### src/rtl/vis_pkg.sv
// Shared types and constants for the spectrum bar display path.
// Heights are unsigned line counts; bin indices address both banks and the peak store.
package vis_pkg;

  localparam int NUM_BINS   = 16;
  localparam int DATA_W     = 24;
  localparam int FULL_SCALE = 32767;
  localparam int HEIGHT_MAX = 480;
  localparam int H_W        = 9;
  localparam int PEAK_DECAY = 2;
  localparam int IDX_W      = $clog2(NUM_BINS);

  typedef enum logic [1:0] {
    LOAD,
    PEND,
    PEAK
  } sched_state_t;

  typedef logic [H_W-1:0] height_t;

  // Peak minus the decay step, floored at zero.
  function automatic height_t decay_sat(input height_t h);
    return (h > height_t'(PEAK_DECAY)) ? h - height_t'(PEAK_DECAY) : '0;
  endfunction

endpackage

### src/rtl/bin_scaler.sv
// Clamps a signed bin to [0, FULL_SCALE] and scales it to a bar height in 0..479.
// x*480 is formed as (x<<9)-(x<<5); the 25-bit intermediate cannot overflow.
module bin_scaler
  import vis_pkg::*;
(
  input  logic [DATA_W-1:0] i_bin,
  output logic [H_W-1:0]    o_height
);

  localparam logic [DATA_W-1:0] FULL_SCALE_D = DATA_W'(FULL_SCALE);

  logic [14:0] w_clamped;
  logic [24:0] w_scaled;

  always_comb begin
    w_clamped = '0;
    if (i_bin[DATA_W-1]) begin
      w_clamped = '0;
    end else if (i_bin > FULL_SCALE_D) begin
      w_clamped = 15'(FULL_SCALE);
    end else begin
      w_clamped = i_bin[14:0];
    end
  end

  assign w_scaled = ({10'd0, w_clamped} << 9) - ({10'd0, w_clamped} << 5);
  assign o_height = H_W'(w_scaled >> 15);

endmodule

### src/rtl/spectrum_frame_scheduler.sv
// Double-buffered bar-height store: loads a 16-bin frame into the shadow bank,
// swaps at vblank start, then refreshes the decaying peak-hold one bin per cycle.
module spectrum_frame_scheduler
  import vis_pkg::*;
(
  input  logic              clk,
  input  logic              rst,
  input  logic              in_valid,
  output logic              in_ready,
  input  logic [DATA_W-1:0] in_data,
  input  logic              in_last,
  input  logic              vblank_start,
  input  logic [IDX_W-1:0]  rd_col,
  output logic [H_W-1:0]    rd_height,
  output logic [H_W-1:0]    rd_peak,
  output logic              frame_swapped,
  output logic              frame_err
);

  localparam logic [IDX_W-1:0] LAST_IDX = IDX_W'(NUM_BINS - 1);

  sched_state_t     r_state;
  logic             r_bank_sel;
  logic [IDX_W-1:0] r_idx;
  logic             r_in_ready;
  logic             r_swapped;
  logic             r_err;
  height_t          r_rd_height;
  height_t          r_rd_peak;
  height_t          r_bank0 [NUM_BINS];
  height_t          r_bank1 [NUM_BINS];
  height_t          r_peak  [NUM_BINS];

  logic    w_accept;
  logic    w_at_last;
  height_t w_height;
  height_t w_active_at_idx;
  height_t w_decayed;
  height_t w_peak_next;

  bin_scaler u_scaler (
    .i_bin    (in_data),
    .o_height (w_height)
  );

  assign w_accept        = in_valid && r_in_ready && (r_state == LOAD);
  assign w_at_last       = (r_idx == LAST_IDX);
  assign w_active_at_idx = r_bank_sel ? r_bank1[r_idx] : r_bank0[r_idx];
  assign w_decayed       = decay_sat(r_peak[r_idx]);
  assign w_peak_next     = (w_active_at_idx > w_decayed) ? w_active_at_idx : w_decayed;

  always_ff @(posedge clk) begin
    if (rst) begin
      r_state     <= LOAD;
      r_bank_sel  <= 1'b0;
      r_idx       <= '0;
      r_in_ready  <= 1'b0;
      r_swapped   <= 1'b0;
      r_err       <= 1'b0;
      r_rd_height <= '0;
      r_rd_peak   <= '0;
      for (int i = 0; i < NUM_BINS; i++) begin
        r_bank0[i] <= '0;
        r_bank1[i] <= '0;
        r_peak[i]  <= '0;
      end
    end else begin
      r_swapped   <= 1'b0;
      r_err       <= 1'b0;
      // Read uses the pre-update bank select, so a swap-cycle read sees the old bank.
      r_rd_height <= r_bank_sel ? r_bank1[rd_col] : r_bank0[rd_col];
      r_rd_peak   <= r_peak[rd_col];

      unique case (r_state)
        LOAD: begin
          r_in_ready <= 1'b1;
          if (w_accept) begin
            if (r_bank_sel) r_bank0[r_idx] <= w_height;
            else            r_bank1[r_idx] <= w_height;
            if (w_at_last && in_last) begin
              r_state    <= PEND;
              r_idx      <= '0;
              r_in_ready <= 1'b0;
            end else if (w_at_last || in_last) begin
              r_err <= 1'b1;
              r_idx <= '0;
            end else begin
              r_idx <= r_idx + 1'b1;
            end
          end
        end

        PEND: begin
          r_in_ready <= 1'b0;
          if (vblank_start) begin
            r_bank_sel <= ~r_bank_sel;
            r_swapped  <= 1'b1;
            r_state    <= PEAK;
          end
        end

        PEAK: begin
          // r_idx doubles as the peak sweep pointer; it is 0 on entry.
          r_peak[r_idx] <= w_peak_next;
          if (w_at_last) begin
            r_state    <= LOAD;
            r_idx      <= '0;
            r_in_ready <= 1'b1;
          end else begin
            r_idx      <= r_idx + 1'b1;
            r_in_ready <= 1'b0;
          end
        end

        default: begin
          r_state    <= LOAD;
          r_idx      <= '0;
          r_in_ready <= 1'b0;
        end
      endcase
    end
  end

  assign in_ready      = r_in_ready;
  assign rd_height     = r_rd_height;
  assign rd_peak       = r_rd_peak;
  assign frame_swapped = r_swapped;
  assign frame_err     = r_err;

endmodule
### config.mk
export PLATFORM = sky130hd
export DESIGN_NAME = spectrum_frame_scheduler
export DESIGN_NICKNAME = d
export VERILOG_FILES = /design/src/rtl/vis_pkg.sv /design/src/rtl/bin_scaler.sv /design/src/rtl/spectrum_frame_scheduler.sv
export SDC_FILE = /design/constraint.sdc
export NUM_CORES = 1
export LEC_CHECK = 0
export CORE_MARGIN = 1
export CORE_UTILIZATION = 68
export CTS_BUF_LIST = sky130_fd_sc_hd__clkbuf_16
export DETAILED_ROUTE_END_ITERATION = 8
export PLACE_DENSITY = 0.86
export SYNTH_ARGS = -nofsm -noshare
export SYNTH_HDL_FRONTEND = slang
export SYNTH_HIERARCHICAL = 1
export SYNTH_SLANG_ARGS = --single-unit
### constraint.sdc
create_clock -name clk -period 11.5 [get_ports clk]
set_clock_uncertainty 0.2 [all_clocks]
set_input_delay 1.725 -clock clk [delete_from_list [all_inputs] [get_ports clk]]
set_output_delay 1.725 -clock clk [all_outputs]
set_load 0.02 [all_outputs]
# == Word-level counts from Yosys, hierarchy flattened ==
# Memory sizes are Yosys's and may differ from the RTL's. A register that Yosys moved wholly into a read port is not among the register bits.
# Cells that the tools add are included.
# word_totals
wordCells,92
register_bits,19
memories,3
ram_bits,432
# mem_list
memory,words,word_bits,rd,rd_clocked_by_memory_dff,wr,line,rtl
r_bank0,16,9,2,1,16,spectrum_frame_scheduler.sv:30,height_t r_bank0 [NUM_BINS];
r_bank1,16,9,2,1,16,spectrum_frame_scheduler.sv:31,height_t r_bank1 [NUM_BINS];
r_peak,16,9,2,2,16,spectrum_frame_scheduler.sv:32,height_t r_peak [NUM_BINS];
# op_classes
addsub,3
n_mux,52
reduce_logical,13
magnitude_cmp,3
n_eq_ne,7
n_bitwise,4
# ops
op,n
$mux 9,7
$mux 4,13
$mux 15,2
$reduce_or 9->1,3
$gt 24x15->1 const B,1
$sub 24x20->24,1
$mux 1,23
$pmux 4 s3,1
$gt 9x2->1 const B,1
$gt 9x9->1,1
$sub 9x2->9 const B,1
$mux 2,4
$ne 2x2->1 const B,3
$pmux 2 s3,1
$add 4x1->4 const B,1
$eq 4x4->1 const B,1
$not 1->1,4
$reduce_and 2->1,2
$reduce_and 4->1,1
$reduce_or 4->1,1
$logic_and 1x1->1,3
$eq 2x1->1 const B,1
$eq 2x2->1 const B,1
$logic_not 2->1,1
other kinds (4),4

# == Depth between registers and ports, before layout ==
# Gate-level depths: netlist (run 1).
# logic_depth
depth_word,8
ltp_mapped,21
mapped_depth_nobuf,16

# == Hierarchy ==
# The synthesis (run 1) kept the hierarchy.
# by_module_without_submodules
module,area_each_um2,n_inst,cells_per_inst
spectrum_frame_scheduler,24407.2,1,1598
bin_scaler,1067.3,1,164

# == Least setup slack after synthesis (run 1) ==
# Ideal clock, no wire load.
# synth_timing
kind,input -> register
start,input port in_data[19]
end,memory r_bank0[0][2] in the netlist's numbering (data pin)
required_time_ps,11168
setup_time_ps,132
path_stages,13
path_slack_ps,6348
t_arrival_ps,4820
cell_sequence,nor4_1 nand3_1 clkbuf_1 o21ai_0 inv_1 ha_1 and3_1 a221oi_1 o21a_1 nand2_1 a311oi_1 clkbuf_1 and2_1
# synth_rtl
element,line,rtl
from (decl),spectrum_frame_scheduler.sv:10,"input logic [DATA_W-1:0] in_data,"
to (decl),spectrum_frame_scheduler.sv:30,

==> results of run 1 <==
layer usage:
metal,up-vias,GRT usage
met5,-,0
met4,4,0.1624
met3,246,0.1038
met2,1499,0.5848
met1,8278,0.5122
li1,6778,-
flip-flops by register name (all words and copies together), names as in the netlist, 2 cells and up, named ones only:
register and count:
rd_peak 9, r_idx 4, r_bank0 144, r_peak 144, r_bank1 144, rd_height 9, r_state 2
path summary, 6_finish.rpt:
| kind | start | end | slack (ns) | cells past startpoint |
|---|---|---|---|---|
| setup / recovery | register | r_peak[3][1] | 4.32 | 14 |
| hold / removal | r_state[0] | frame_swapped | 0.39 | 1 |
| setup reg to reg | register | r_peak[3][1] | 4.32 | 14 |
| hold reg to reg | r_state[0] | frame_swapped | 0.39 | 1 |
report_power, final:
part           switching, mW  leakage, nW  internal [mW]
Combinational          0.297         4.21          0.194
Clock                  0.668        0.754          0.823
Sequential            0.0376         4.70           1.90
Total                   1.00         9.66           2.92
through the flow:
stage | instance area, um^2 | worst slack, ns
after floorplan | 25470 | 6.348
after global placement | 26230 | 4.372
after detailed placement | 26230 | 4.252
after CTS | 27710 | 4.379
after global routing | 27710 | 3.775
final | 27720 | 4.324
Yosys cell counts (3+ instances only):
library cell,n,share of area
o41ai_1,3,0.0010
xor2_1,3,0.0010
inv_1,22,0.0032
buf_1,14,0.0021
and2_1,293,0.072
nor3_1,16,0.0031
a21o_1,8,0.0024
a21o_2,3,0.0010
o211ai_1,6,0.0018
dfxtp_1,32,0.025
or2_2,35,0.0086
nor2_1,226,0.033
edfxtp_1,432,0.51
nand4_1,6,0.0015
mux4_2,259,0.23
o21a_1,7,0.0021
buf_6,11,0.0049
nor2b_1,18,0.0044
mux2_2,11,0.0049
or3_1,6,0.0015
mux2i_1,21,0.0083
o21ai_0,25,0.0049
nand3b_1,3,0.00088
ha_1,24,0.012
nor4_1,10,0.0025
a21oi_1,9,0.0018
a22oi_1,13,0.0038
nand3_1,26,0.0051
buf_2,12,0.0024
and3_1,4,0.00098
o31ai_1,3,0.00088
a221oi_1,3,0.0010
a211oi_1,4,0.0012
buf_4,11,0.0032
xnor2_1,4,0.0014
clkbuf_1,87,0.013
nand2b_1,18,0.0044
nand2_1,35,0.0052
a31oi_1,3,0.00074
final cells by class:
| type | count | area share |
|---|---|---|
| clock inverter | 36 | 0.007493 |
| antenna | 4 | 0.0003611 |
| inverter | 22 | 0.002979 |
| multi-input combinational | 1141 | 0.4035 |
| timing repair buffer | 84 | 0.02713 |
| tap | 468 | 0.02112 |
| clock buffer | 51 | 0.04604 |
| sequential | 464 | 0.4914 |
cells by family (layout without fill, tap and decap cells):
family	Yosys count	after routing	synth area share
flip-flops	464	464	0.5344
XOR/XNOR	7	7	0.002407
multiplexers	293	293	0.2439
AO/OA/AOI/OAI	113	113	0.03281
buffers and inverters	157	193	0.02859
adder cells (fa/ha/maj)	24	24	0.01179
other	0	4	0
AND/OR/NAND/NOR	704	704	0.1462
critical path, stage by stage, from the launching register on:
cell      delay [ns]
dfxtp_4         0.84
buf_4           0.88
buf_4           0.61
mux4_2          0.57
mux4_2          0.54
mux2_2          0.32
ha_1            0.31
nor2b_1         0.13
o21a_1          0.16
o21ai_0         0.16
a211oi_1        0.10
a211oi_1        0.75
nor2_1          0.27
a21boi_2        0.77
nor2_1          0.12
==> summary.md, run 1 <==
| Metric | Value |
|---|---|
| Status | complete, no violations |
| First-pass GRT wire length | 104200 um |
| Clock insertion delay at the later pin of the skew report | roughly 0.60 ns |
| Required @ worst endpoint | between 10 and 15 ns |
| Number of global-route vias before repair | about 17000 |
| Worst slew margin | 0.07743 |
| Fin cells | approximately 2300 |
| Synth Flop Type | edfxtp_1 |
| Commonest non-fill, non-tap cell in the layout | edfxtp_1 |
| CP endpoint kind | register |
| Global route total overflow | 0 |
| Asr flop ratio synth | 0 |
| Share of cells above drive strength 1 | 0.2403 |
| Pwr Total | about 3.9 mW |
| Yosys cell types | 69 |
| Met3 WL | approximately 9800 um |
| Pwr per Cell Area | about 140 nW/um^2 |
| Post-Route WL | between 70000 and 80000 um |
| Maximum VDD drop | 127.1 uV |
| Reg clk slew, reported paths | ~0.06 ns |
| Crit share post-route | 0.6240 |
| Full die area | roughly 38000 um^2 |
| Die width | a little under 200 um |
| Die height | 195.6 um |
| Maxcap violations | 0 |
| CP arrival | 7.29 ns |
| Detailed-route DRC error count | 0 |
| Worst Setup Start Kind | register |
| Area Overhead vs Synth | 8.816% |
| CTS resizes | 0 |
| Syn_area_per_cell | about 14 um^2 |
| Post-synth EDFFs | around 430 |
| Largest net degree at the start of global routing | 80 |
| Commonest non-fill, non-tap cells in the layout | 432 x edfxtp_1, 293 x and2_1, 259 x mux4_2 |
| Final Util | 0.7554 |
| Worst slew pin tran | between 1 and 1.5 ns |
| Total Routing Usage GR | 0.3782 |
| Setup bufs post-CTS | 0 |
| DR WL/cell | between 30 and 40 um |
| Tmin final | 7.176 ns |
| Highest clock rate | between 100 and 150 MHz |
| Ys Warns | 6 |
| Setup_tns | 0 ns |
| Post-synth net total | 1819 |
| PortBufs | 53 |
| CTS buffer count | 47 |
| Gpl congestion | 0.9210 |
| Leak | about 9.7 nW |
| Cells after DPL | 2179 |
| Wire length on met1 | 24120 um |
| TritonRoute pass-1 iters | 7 |
| Worst min path class | reg2reg |
| Core ar. | approximately 37000 um^2 |
| Antenna Violating Nets Remaining | 0 |
| Synthesized cell area | between 20000 and 30000 um^2 |
| Final net count | ~1800 |
| Area taken by multi-input logic gates | 11180 um^2 |
| Worst hold slack | 0.3911 ns |
| RSZ-0062 raised after global routing | false |
| # rows | 70 |
| TritonCTS clock tree | yes |
| DR WL met2 | approximately 33000 um |
| Hpwl dp | ~46000 um |
| Synth Register Bits | 464 |
| Initial antenna violation count | 5 |
| Starting Density | 0.6942 |
| Mapped Cells | between 1500 and 2000 |
| CP Max Fanout | 47 |
| H-tree Lvls | 2 |
| Critical path class | reg2reg |
| DR vias | 16805 |
| Cts hold-fix bufs | 0 |
| FF+latch area | 13620 um^2 |
| Clk sinks | 464 |
| Top Layer Used | met5 |
| IO Pins | between 50 and 60 |
| Fill count | approximately 2100 |
| Bufs on Longest Clock Path | 3 |
| Final hold vios | 0 |
| Drt first-iter violations | 2716 |
| Final setup fails | 0 |
| Post-synthesis sequential area ratio | 0.5344 |
| Max Slew Vio Count | 0 |
| Vias per inst | 7.403 |
| Root Buffer | clkbuf_16 |
No activity file was read; power rests on OpenSTA's default activity.
==> inputs of run 2 (changes only) <==
CORE_UTILIZATION = 57   (was 68)
PLACE_DENSITY = 0.77   (was 0.86)
clock period = 6.6 ns   (was 11.5 ns; I/O delays follow)
==> run 2 against run 1 <==
Routed wire length is 1.9% lower. Maximum frequency grew 22%. Register-to-register slack worse by 3.6 ns. Core utilization decreased by 12 points. First-iteration DRC count fell by 17%. Combinational power up 77%. Cell area increased by 0.48%. Die area up 19%. Global-route usage decreased by 6.6 points. Total power grew 72%. Worst hold slack improved by 0.0011 ns. Worst setup slack got worse by 3.6 ns. Highest routed layer is now met4.
==> summary.md, run 2 (synthesis gave the netlist of run 1 again) <==
| Metric | Value |
|---|---|
| Status | complete, no violations (unchanged) |
| CP arrival | 6.00 ns (was 7.29 ns) |
| Biggest regs | r_bank0: 144 flops, r_bank1: 144 flops, r_peak: 144 flops (unchanged) |
| Share of cells above drive strength 1 | 0.2354 (was 0.2403) |
| Int Pwr | 5.008 mW (was 2.919 mW) |
| Detailed-route DRC error count | 0 (unchanged) |
| CTS buffer count | 49 (was 47) |
| Leak | 9.691 nW (was 9.665 nW) |
| Global route total overflow | 0 (unchanged) |
| Final Util | 0.6312 (was 0.7554) |
| RSZ-0062 raised after global routing | false (unchanged) |
| CP endpoint kind | register (unchanged) |
| Final setup fails | 0 (unchanged) |
| R2R Setup Slk | 0.72 ns (was 4.32 ns) |
| Hold wc startpoint | r_state[1] (was r_state[0]) |
| Maxcap violations | 0 (unchanged) |
| Maximum VDD drop | 206.5 uV (was 127.1 uV) |
| Sequential power share | 0.500 (was 0.495) |
| Reg clk slew, reported paths | 0.06 ns (about the same) |
| Crit share post-route | 0.8905 (was 0.6240) |
| First-pass GRT wire length | 102600 um (was 104200 um) |
| Core ar. | 44120 um^2 (was 36700 um^2) |
| Hpwl dp | 46480 um (was 45880 um) |
| Fill count | 3269 (was 2099) |
| Commonest non-fill, non-tap cells in the layout | 432 x edfxtp_1, 293 x and2_1, 259 x mux4_2 (unchanged) |
| Total Routing Usage GR | 0.3120 (was 0.3782) |
| Switch share | 0.2579 (was 0.2556) |
| Clk sinks | 464 (unchanged) |
| Initial antenna violation count | 1 (was 5) |
| Area Overhead vs Synth | 9.337% (was 8.816%) |
| Bufs on Longest Clock Path | 3 (unchanged) |
| Largest net degree at the start of global routing | 74 (was 80) |
| Tmin final | 5.877 ns (was 7.176 ns) |
| Full die area | 45540 um^2 (was 38240 um^2) |
| DR WL/cell | 28.69 um (was 30.85 um) |
| PortBufs | 53 (unchanged) |
| Required @ worst endpoint | 6.73 ns (was 11.62 ns) |
| Max Slew Vio Count | 0 (unchanged) |
| IO Pins | 54 (unchanged) |
| Worst slew pin tran | 1.126 ns (was 1.376 ns) |
| Post-Route WL | 68690 um (was 70040 um) |
| DR vias | 16199 (was 16805) |
| Root Buffer | clkbuf_16 (unchanged) |
| # rows | 77 (was 70) |
| TritonRoute pass-1 iters | 6 (was 7) |
| Worst Setup Start Kind | register (unchanged) |
| Combinational share of power | 0.129 (was 0.125) |
| Final net count | 1820 (was 1817) |
| Pwr Total | 6.748 mW (was 3.922 mW) |
| Pre-CTS WS | 0.8035 ns (was 4.252 ns) |
| Area taken by multi-input logic gates | 11180 um^2 (unchanged) |
| Clk pwr share | 0.371 (was 0.380) |
| Cts hold-fix bufs | 0 (unchanged) |
| CP Max Fanout | 30 (was 47) |
| Worst slew margin | 0.2490 (was 0.07743) |
| TritonCTS clock tree | yes (unchanged) |
| Setup_tns | 0 ns (unchanged) |
| Critical path class | reg2reg (unchanged) |
| Drt first-iter violations | 2250 (was 2716) |
| Commonest non-fill, non-tap cell in the layout | edfxtp_1 (unchanged) |
| Clock insertion delay at the later pin of the skew report | 0.61 ns (was 0.60 ns) |
| WHS Path Cells | 2 (was 1) |
| Hold Path Sink | r_state[1] (was frame_swapped) |
| Switching pwr | 1.740 mW (was 1.003 mW) |
| Setup WS post-layout | 0.7226 ns (was 4.324 ns) |
| Starting Density | 0.5773 (was 0.6942) |
| Final hold vios | 0 (unchanged) |
| Die width | 213.4 um (was 195.6 um) |
| Number of global-route vias before repair | 16156 (was 16731) |
| Pwr per Cell Area | 242.3 nW/um^2 (was 141.5 nW/um^2) |
| CTS resizes | 0 (unchanged) |
| FF+latch area | 13620 um^2 (unchanged) |
| Highest clock rate | 170.1 MHz (was 139.3 MHz) |
| Worst min path class | reg2reg (unchanged) |
| H-tree Lvls | 2 (unchanged) |
| Gpl congestion | 0.9137 (was 0.9210) |
| Vias per inst | 6.766 (was 7.403) |
| FF-to-FF path depth | 13 (was 14) |
| Antenna Violating Nets Remaining | 0 (unchanged) |
| Setup bufs post-CTS | 0 (unchanged) |
| Worst reg2reg endpoint | r_peak[1][2] (was r_peak[3][1]) |
| Die height | 213.4 um (was 195.6 um) |
==> run 2: changes by cell type in the layout (fill, tap and decap cells not counted), moves of 2 or more <==
| cell | delta |
|---|---|
| inv_1 | +13 |
| clkbuf_16 | -2 |
| inv_6 | -2 |
| clkinv_1 | -2 |
| inv_2 | -2 |
| buf_4 | -3 |
| clkinvlp_4 | -2 |
| buf_12 | +4 |
| diode_2 | -3 |
==> run 2: worst max path at each step <==
stage                     startpoint       endpoint
final                       register   r_peak[1][2]
after global placement      register  r_peak[15][2]
after detailed placement    register   r_peak[1][2]
after CTS                   register   r_peak[1][2]
after floorplan             register   r_peak[0][2]
after global routing        register   r_peak[1][2]
==> run 2: through the flow <==
step / area [um^2] / hold WS [ns] / std cells
finish: 27850 / 0.3923 / 2394
global route: 27850 / 0.4234 / 2393
CTS: 27850 / 0.3803 / 2393
detailed placement: 26440 / 0.3779 / 2304
global placement: 26440 / 0.3759 / 2304
floorplan: 25470 / 0.3534 / 1762
==> run 2: critical path, stage by stage, from the launching register on <==
cell and delay [ns]:
dfxtp_2 0.89, mux4_2 0.42, a22oi_1 0.24, and3_1 0.37
ha_1 0.29, o211ai_1 0.21, nor4_1 0.41, mux2_2 0.40
ha_1 0.31, nand3_1 0.07, nor3_1 0.71, or2_2 0.41
mux2i_4 0.55, nor2_1 0.09
==> run 2: final cells by class <==
type,count,share of cell area
diodes,1,0.00008984
clock buffers,49,0.04402
clock inverters,40,0.006648
inverters,22,0.002965
multi-input cells,1141,0.4016
flip-flops and latches,464,0.4891
well taps,592,0.02659
repair buffers,85,0.02906
==> run 2: power by group through the flow <==
stage               Sequential, mW  Clock (mW)  Combinational [mW]
detailed placement            3.43           0               0.854
finish                        3.37        2.50               0.870
CTS                           3.37        2.51               0.857
floorplan                     3.42           0               0.573
global placement              3.42           0               0.843
global route                  3.39        2.62               0.913
==> run 2: per-layer routing <==
layer  share of wire  GRT usage  vias up
met4           0.041     0.1273        0
met3            0.12    0.06532      171
met5               0          0        -
met2            0.47     0.4904     1072
met1            0.37     0.4286     8186
li1                -          -     6770
==> inputs of run 3 (changes only) <==
CTS_CLUSTER_DIAMETER = 150   (was not set)
==> results of run 3 <==
Final layout, timing and power as in run 2 (identical DEF).
